--- src/rtl/regfile_sb.sv ---
// Register file with a per-register busy (scoreboard) bit, two forwarding read ports,
// one write port and one reservation port. The busy bit marks a destination awaiting its result.
module regfile_sb #(
    parameter int DATA_W  = 8,
    parameter int ADDR_W  = 2,
    parameter bit ZERO_R0 = 1'b0
) (
    input  logic              clk,
    input  logic              rst,
    input  logic [ADDR_W-1:0] rd_addr1,
    input  logic [ADDR_W-1:0] rd_addr2,
    output logic [DATA_W-1:0] rd_data1,
    output logic [DATA_W-1:0] rd_data2,
    output logic              rd_busy1,
    output logic              rd_busy2,
    input  logic              we,
    input  logic [ADDR_W-1:0] wr_addr,
    input  logic [DATA_W-1:0] wr_data,
    input  logic              rsv_en,
    input  logic [ADDR_W-1:0] rsv_addr,
    output logic              rsv_ok,
    output logic [ADDR_W:0]   busy_cnt,
    output logic              all_idle
);

    localparam int NREGS = 1 << ADDR_W;

    logic [DATA_W-1:0] mem_q [NREGS];
    logic [NREGS-1:0]  busy_q, busy_d;
    logic [ADDR_W:0]   busy_cnt_q, busy_cnt_d;
    logic              all_idle_q;

    logic wr_is_r0, rsv_is_r0, rd1_is_r0, rd2_is_r0;
    logic wr_eff, rsv_set, cnt_inc, cnt_dec;

    // Register 0 is only special when hardwired; these flags fold ZERO_R0 in once.
    assign wr_is_r0  = ZERO_R0 && (wr_addr  == '0);
    assign rsv_is_r0 = ZERO_R0 && (rsv_addr == '0);
    assign rd1_is_r0 = ZERO_R0 && (rd_addr1 == '0);
    assign rd2_is_r0 = ZERO_R0 && (rd_addr2 == '0);

    // Writes are ignored during reset, so they neither forward nor update state then.
    assign wr_eff = we && !rst && !wr_is_r0;

    always_comb begin
        rd_data1 = mem_q[rd_addr1];
        rd_busy1 = busy_q[rd_addr1];
        if (rd1_is_r0) begin
            rd_data1 = '0;
            rd_busy1 = 1'b0;
        end else if (wr_eff && (wr_addr == rd_addr1)) begin
            rd_data1 = wr_data;
            rd_busy1 = 1'b0;
        end
    end

    always_comb begin
        rd_data2 = mem_q[rd_addr2];
        rd_busy2 = busy_q[rd_addr2];
        if (rd2_is_r0) begin
            rd_data2 = '0;
            rd_busy2 = 1'b0;
        end else if (wr_eff && (wr_addr == rd_addr2)) begin
            rd_data2 = wr_data;
            rd_busy2 = 1'b0;
        end
    end

    // A busy target is still grantable when a same-cycle write releases it.
    assign rsv_ok  = rsv_en && !rst &&
                     (!busy_q[rsv_addr] || (we && (wr_addr == rsv_addr)));
    assign rsv_set = rsv_ok && !rsv_is_r0;

    always_comb begin
        // NOTE: every combinational output gets a default first so no latch is inferred.
        busy_d = busy_q;
        if (wr_eff)
            busy_d[wr_addr] = 1'b0;
        if (rsv_set)
            busy_d[rsv_addr] = 1'b1;
    end

    // Re-reserving a register that the same write releases leaves the count unchanged.
    assign cnt_inc = rsv_set && !busy_q[rsv_addr];
    assign cnt_dec = wr_eff && busy_q[wr_addr] && !(rsv_set && (rsv_addr == wr_addr));

    always_comb begin
        busy_cnt_d = busy_cnt_q;
        if (cnt_inc && !cnt_dec)
            busy_cnt_d = busy_cnt_q + 1'b1;
        else if (cnt_dec && !cnt_inc)
            busy_cnt_d = busy_cnt_q - 1'b1;
    end

    always_ff @(posedge clk) begin
        // NOTE: sequential state uses non-blocking assignments only.
        if (rst) begin
            // NOTE: the storage array is reset here because no contents may survive reset.
            for (int i = 0; i < NREGS; i++)
                mem_q[i] <= '0;
            busy_q     <= '0;
            busy_cnt_q <= '0;
            all_idle_q <= 1'b1;
        end else begin
            if (wr_eff)
                mem_q[wr_addr] <= wr_data;
            busy_q     <= busy_d;
            busy_cnt_q <= busy_cnt_d;
            all_idle_q <= (busy_cnt_d == '0);
        end
    end

    assign busy_cnt = busy_cnt_q;
    assign all_idle = all_idle_q;

endmodule

--- config.mk ---
export PLATFORM = sky130hd
export DESIGN_NAME = regfile_sb
export DESIGN_NICKNAME = d
export VERILOG_FILES = /design/src/rtl/regfile_sb.sv
export SDC_FILE = /design/constraint.sdc
export NUM_CORES = 1
export LEC_CHECK = 0
export BUFFER_PORTS_ARGS = -buffer_cell sky130_fd_sc_hd__buf_2
export CAP_MARGIN = 5
export CORE_ASPECT_RATIO = 0.5
export CORE_MARGIN = 4
export CORE_UTILIZATION = 50
export CTS_CLUSTER_SIZE = 10
export DETAILED_ROUTE_END_ITERATION = 6
export GPL_TIMING_DRIVEN = 0
export PLACE_DENSITY = 0.76
export SETUP_SLACK_MARGIN = 0.05
export SYNTH_ARGS = -nofsm -noshare
export SYNTH_HDL_FRONTEND = slang
export SYNTH_SLANG_ARGS = --single-unit
--- constraint.sdc ---
create_clock -name clk -period 2 [get_ports clk]
set_clock_uncertainty 0.05 [all_clocks]
set_input_delay 0.3 -clock clk [delete_from_list [all_inputs] [get_ports clk]]
set_output_delay 0.3 -clock clk [all_outputs]
set_load 0.01 [all_outputs]
# Word level (Yosys, flattened, before mapping)
# Memories as Yosys holds them, arrays and structs flattened.
# Index checks and enable logic that the tools add are counted.
[op_classes]
magnitude_cmp = 6
n_addsub = 2
eq_ne = 4
reduce_logical = 22
mux = 28
bitwise_logic = 3
[ops]
columns = ["cell", "n"]
rows = [
  ["two-way mux 8 bit", 3],
  ["logical AND 1 bit", 14],
  ["two-way mux 1 bit", 14],
  ["less-than comparator 2 x 3 -> 1 bit, second input constant", 4],
  ["binary-select mux 1 bit (select 2 bit)", 4],
  ["equality test 2 bit", 4],
  ["two-way mux 4 bit", 2],
  ["OR reduction 8 bit", 1],
  ["two-way mux 3 bit", 2],
  ["zero test 1 bit", 5],
  ["AND 4 bit", 1],
  ["demux 1 bit (select 2 bit)", 2],
  [">= comparator 2 x 1 -> 1 bit, second input constant", 2],
  ["NOT 4 bit", 1],
  ["bitwise OR 4 bit", 1],
  ["adder 3 x 1 -> 3 bit, second input constant", 1],
  ["zero test 3 bit", 1],
  ["subtractor 3 x 1 -> 3 bit, second input constant", 1],
  ["two-way mux 2 bit", 1],
  ["logical OR 1 bit", 1],
]
[word_totals]
word_cells = 69
ramBits = 32
inputBits = 20
ff_bits = 8
mem_count = 1
[mem_list]
columns = ["name", "depth", "width", "rd", "rd_clocked_by_memory_dff", "write_ports", "line_no", "text"]
rows = [
  ["mem_q", 4, 8, 2, 0, 4, "28", "logic [DATA_W-1:0] mem_q [NREGS];"],
]

# Longest topological paths before layout
# Gate-level depths: netlist of run 1.
[depth]
word_depth = 12
ltp_mapped = 6
mapped_depth_nobuf = 6

# Worst setup path after synthesis of run 1
# OpenSTA, ideal clock, no wires.
[synth_timing]
path_kind = "input-to-reg"
from = "input wr_addr[0]"
to = "memory mem_q[0][0], enable pin"
required_ps = 1563
t_arrival_ps = 1623
path_stages = 4
path_slack_ps = -59
path_buffers = 2
cell_sequence = "buf_2 -> or2_2 -> clkbuf_1 -> o21ai_0"
[synth_lines]
columns = ["item", "line_no", "text"]
rows = [
  ["from (decl)", "17", "input logic [ADDR_W-1:0] wr_addr,"],
  ["to (decl)", "28", ""],
]

==> results of run 1 <==
power by group through the flow:
stage / logic [mW] / clock network (mW) / registers, mW
after floorplan: 0.287 / 0 / 1.01
after global placement: 0.409 / 0 / 1.01
after detailed placement: 0.417 / 0 / 1.02
after CTS: 0.444 / 0.692 / 1.00
after global routing: 0.624 / 0.738 / 1.01
final: 0.586 / 0.687 / 0.998
kinds of logic after synthesis:
logic type / Yosys count / synth area share, %
adder cells (fa/ha/maj): 2 / 1.04
multiplexers: 37 / 26.2
buffers and inverters: 29 / 4.79
AO/OA/AOI/OAI: 19 / 6.15
XOR/XNOR: 8 / 2.92
flip-flops: 40 / 46.7
AND/OR/NAND/NOR: 63 / 12.2
per-layer routing:
layer,GRT usage (%),share of wire [%],vias to the layer above
li1,-,-,852
met5,0,0,-
met3,4.52,7.5,13
met2,35.1,49,81
met4,3.87,1.6,0
met1,24.2,42,917
registers in the layout, summed over array words and instances (netlist names):
register	cells
all_idle	1
busy_cnt	3
busy_q	4
mem_q	32
area by class of cell:
type / instances / area, um^2
buffer: 11 / 72.6
clock buffer: 5 / 68.8
clock inverter: 3 / 47.5
fill: 320 / 1280
inverter: 18 / 71.3
multi-input combinational: 130 / 1340
sequential: 40 / 1130
tap: 66 / 82.6
timing repair buffer: 51 / 407
worst max path at each step:
stage	start	endpoint	slack, ps	depth (start not counted)
floorplan	wr_addr[1]	mem_q[1][0]	90	4
global placement	we	rd_data2[7]	-600	7
detailed placement	we	rd_data2[7]	-590	7
CTS	busy_q[1]	rsv_ok	50	4
global route	busy_q[3]	all_idle	-20	7
finish	mem_q[0][5]	rd_data2[5]	10	3
cells in the final DEF, fill, tap and decap left out, drive strengths merged, types with 2 or more instances in the layout:
master and count:
nand3 8, o21ai 4, nand2b 2, nor2 30, and2 2, nand2 13, xnor2 6, dfxtp 8
mux2 17, clkbuf 10, edfxtp 32, xor2 2, clkinv 2, inv 17, buf 57, o22ai 3
ha 2, mux4 19
metrics by stage:
step / power, mW / instance area, um^2
global route: 2.37 / 3220
floorplan: 1.30 / 2400
global placement: 1.42 / 2660
CTS: 2.14 / 2890
detailed placement: 1.44 / 2660
finish: 2.27 / 3220
repair_timing:
item                       CTS  global route
pin swaps                    1             7
setup endpoints to repair   28            18
buffers inserted             5            10
gates resized for setup     21            50
gates cloned                 0             1
==> metrics.txt, run 1 <==
core area=4510 um^2; Overflow after GRT=0; ys async rst share=0%; Power Dens Cells=704 nW/um^2; DR WL/cell=18.9 um; CTS Root Cell=clkbuf_8; top cells by area in the synthesized netlist=edfxtp_1 40%, mux4_2 18%, mux2_2 8.0%; Hold Path Stages=2; CP Launch Type=register; Slowest cell on crit path=mux4_2; Routed WL=6120 um; CP peak stage delay=500 ps; H-tree levels=2; Seq/Total Area, Yosys=46.7%; Syn Area/Cell=12.1 um^2; dpl cells=300; Reg clk slew, reported paths=80 ps; Worst-Margin Slew=1010 ps; Max Cap Violations=0; # diodes=0; TritonCTS clock tree=done; pins over their slew limit=0; residual antenna-violating net count after detailed routing=0; unrepaired setup endpoints after global routing=true; worst hold start=rsv_addr[0]; Crit Path Class=register to output pin; synthesized area=2400 um^2; Sw Pwr=0.613 mW; Cell variety after synth=39; delay-heaviest family, CP=multiplexers; Worst VDD drop=0.398 mV; first-pass GRT wire length=9070 um; maximum clock insertion buffer count=2; Hold Buf Count CTS=0; top_reg_cell synth=edfxtp_1; Tot GR Track Use=19.3%; num rows=17; GPL Wtd Cong=0.778; Period Utilization, post-route=99.4%; critical-path cell list=mux4_2, mux2_4, buf_6; most numerous cell in the Yosys netlist=edfxtp_1; WP buf/inv=1; Setup TNS Final=0 ps; Layout area overhead=34.3%; drt initial violations=151; Relative slew margins=31.9%; top-area cell type share of the netlist area=40.0%; number of synthesis warnings=0; status=completed; Flop pwr share=43.9%; via count=1,863; most frequent cells after synthesis=32 x edfxtp_1, 30 x nor2_1, 19 x mux4_2; clock latency on the worst-skew pair=300 ps; CP arrival=1640 ps; Min Hold Slack=239 ps; r2r setup slk=50 ps; DP Wirelength=3700 um; Starting Density=53.2%; Setup Viol. Count Final=0; #FFs+latches synth=40; Worst Path Required=1650 ps; max frequency=503 MHz; LEAKAGE=1.33 nW; Gate power share=25.8%; cell taking the most area after synthesis=edfxtp_1; Core Util, Final=71.5%; Pre-Repair DR Iteration Count=4; Final Hold Viols=0; Final #Nets=279; layout cell share with drive strength beyond 1=49.6%; synthesized net count=220; Residual DRC=0; DIE AREA=6040 um^2; Int Power=1.66 mW; Die X=106 um; switch share=27.0%; die height=57 um; worst-path maximum fanout=2; number of flops mapped to enable cells by yosys=32; maximum number of pins on one net before global-route repair=15; HP Class=input port to register; Via density=5.75; Port Buffer Count=36; Post-Layout Cell Count=324; vias in the first global route=1,858; Mapped Cells=198; DP Worst Slack=-585 ps; CTS sink cnt=40; hold path endpoint=busy_q[0]; FF-to-FF End=all_idle; initial antenna violation count=0; Clk pwr share=30.2%; R2R cell count=6; Num CTS Buffers=5; fin crit period=1990 ps; Setup WS post-layout=11.8 ps; number of top-level pins=43; r2r startpoint=busy_q[1]; CP Capture Type=output pin
Note: power is estimated with default switching activity, not from simulation.
==> run 2, diff against run 1 <==
CELL_PAD_IN_SITES_DETAIL_PLACEMENT = 1   (was not set)
CELL_PAD_IN_SITES_GLOBAL_PLACEMENT = 1   (was not set)
CORE_UTILIZATION = 40   (was 50)
PLACE_DENSITY = not set   (was 0.76)
PLACE_DENSITY_LB_ADDON = 0.1   (was not set)
==> run 2 against run 1 <==
Net effect: the flow now finishes with violations (setup timing); sequential share of layout area is 0.36 points higher; sequential cell count stayed put; final cell count is 1.9% higher; routed wire length grew 14%; global-route usage down 0.83 points; cell area is 1.2% lower.
==> metrics.txt, run 2 (same netlist as run 1, synthesis figures left out) <==
HP Class=input port to register; status=finished with violations; CP Capture Type=output pin; CP peak stage delay=430 ps; critical-path cell list=clkbuf_2, xnor2_2, nand3_4, mux2_2, buf_2; Int Power=1.82 mW; residual antenna-violating net count after detailed routing=0; Sw Pwr=0.636 mW; pins over their slew limit=0; H-tree levels=2; CTS sink cnt=40; maximum clock insertion buffer count=2; Residual DRC=0; Via density=5.62; layout cell share with drive strength beyond 1=49.0%; post-route cell area=3180 um^2; number of top-level pins=43; Final Hold Viols=0; DIE AREA=7380 um^2; DP Wirelength=4380 um; switch share=26.0%; max frequency=499 MHz; Worst Path Required=1650 ps; delay-heaviest family, CP=XOR/XNOR gates; Biggest register=mem_q; Reg clk slew, reported paths=60 ps; Tot GR Track Use=18.5%; Worst-Margin Slew=615 ps; via count=1,856; post-place instance area=2690 um^2; Num CTS Buffers=5; CP Depth=5; Max Cap Violations=0; CP Launch Type=input port; max reg flops=32; DR WL/cell=21.2 um; Starting Density=42.6%; clock latency on the worst-skew pair=280 ps; Overflow after GRT=0; GPL Wtd Cong=0.768; failing checks=setup timing; DP Worst Slack=-827 ps; Layout area overhead=32.6%; drt initial violations=89; r2r setup slk=70 ps; fin crit period=2000 ps; Port Buffer Count=36; Core Util, Final=56.5%; R2R cell count=5; number of fill cells in the layout=591; Period Utilization, post-route=100%; CTS Root Cell=clkbuf_16; LEAKAGE=1.28 nW; crit path to=rd_data2[7]; Crit. Startpoint=rd_addr2[1]; Final #Nets=278; CP arrival=1650 ps; worst-path maximum fanout=10; initial antenna violation count=0; num rows=19; Clk pwr share=37.4%; Crit Path Class=input port to output pin; Routed WL=6990 um; commonest non-fill, non-tap cell in the layout=buf_2; Setup Viol. Count Final=1; Setup TNS Final=-3.49 ps; Gate power share=21.8%; Worst VDD drop=0.397 mV; Slowest cell on crit path=xnor2_2; Setup WS post-layout=-3.49 ps; Die X=118 um; TritonCTS clock tree=done; commonest cells after routing, fill and taps aside=34 x buf_2, 32 x edfxtp_1, 26 x nor2_1, 19 x mux4_2, 17 x inv_1; first-pass GRT wire length=10,600 um; Relative slew margins=59.0%; die height=62.8 um; Flop pwr share=40.8%; core area=5630 um^2; # diodes=0; unrepaired setup endpoints after global routing=true; Power Dens Cells=770 nW/um^2; FF-to-FF End=all_idle; vias in the first global route=1,916; WP buf/inv=2; Pre-Repair DR Iteration Count=4; maximum number of pins on one net before global-route repair=14; r2r startpoint=busy_q[2]
[run 2: cell types whose count changed in the layout (fill, tap and decap cells not counted), sizes merged]
| cell | change |
|---|---|
| nand3 | +1 |
| buf | -2 |
[run 2: worst min-delay path by stage]
| stage | from | to | slack (ps) | cells past startpoint |
|---|---|---|---|---|
| 5_1_grt | rsv_addr[0] | busy_q[2] | 270 | 2 |
| 3_3_place_gp | busy_q[0] | busy_q[0] | 460 | 2 |
| 6_report | rsv_addr[0] | busy_q[2] | 260 | 2 |
| 3_5_place_dp | busy_q[2] | busy_q[2] | 470 | 2 |
| 4_1_cts | rsv_addr[0] | busy_q[2] | 250 | 2 |
| 2_1_floorplan | rst | busy_q[3] | 320 | 1 |
[run 2: final cells by class]
| cell class | count | area (um^2) | area share [%] |
|---|---|---|---|
| timing repair buffer | 49 | 328 | 10.3 |
| clock buffer | 5 | 125 | 3.93 |
| multi-input combinational | 131 | 1320 | 41.4 |
| clock inverter | 3 | 42.5 | 1.34 |
| sequential | 40 | 1130 | 35.5 |
| buffer | 11 | 77.6 | 2.44 |
| inverter | 18 | 71.3 | 2.24 |
| tap | 73 | 91.3 | 2.87 |
[run 2: what timing repair did]
action                                 CTS  global route
setup endpoints to repair               29            21
endpoints found under the hold margin    0             0
resized for setup                       20            26
cloned                                   0             2
hold buffers                             0             0
buffers inserted                         4             8
pin swaps                                1             7
[run 2: through the flow]
step / power, mW / cells / hold slack, ps
detailed placement: 1.45 / 309 / 472
global placement: 1.43 / 307 / 457
global route: 2.56 / 330 / 267
finish: 2.45 / 330 / 256
CTS: 2.41 / 321 / 254
floorplan: 1.30 / 198 / 319
[run 2: power groups by stage]
| stage | Sequential (mW) | Combinational (mW) | Clock [mW] |
|---|---|---|---|
| final | 1.00 | 0.535 | 0.916 |
| after global routing | 1.01 | 0.578 | 0.978 |
| after CTS | 1.00 | 0.469 | 0.937 |
| after detailed placement | 1.02 | 0.433 | 0 |
| after global placement | 1.01 | 0.418 | 0 |
| after floorplan | 1.01 | 0.287 | 0 |
[run 2: layer usage]
metal | track usage, % | vias to the layer above | wire length [um]
met2 | 32.5 | 46 | 3510
met4 | 1.90 | 0 | 51
met1 | 23.7 | 950 | 3040
met3 | 5.61 | 6 | 385
met5 | 0 | - | 0
li1 | - | 854 | -
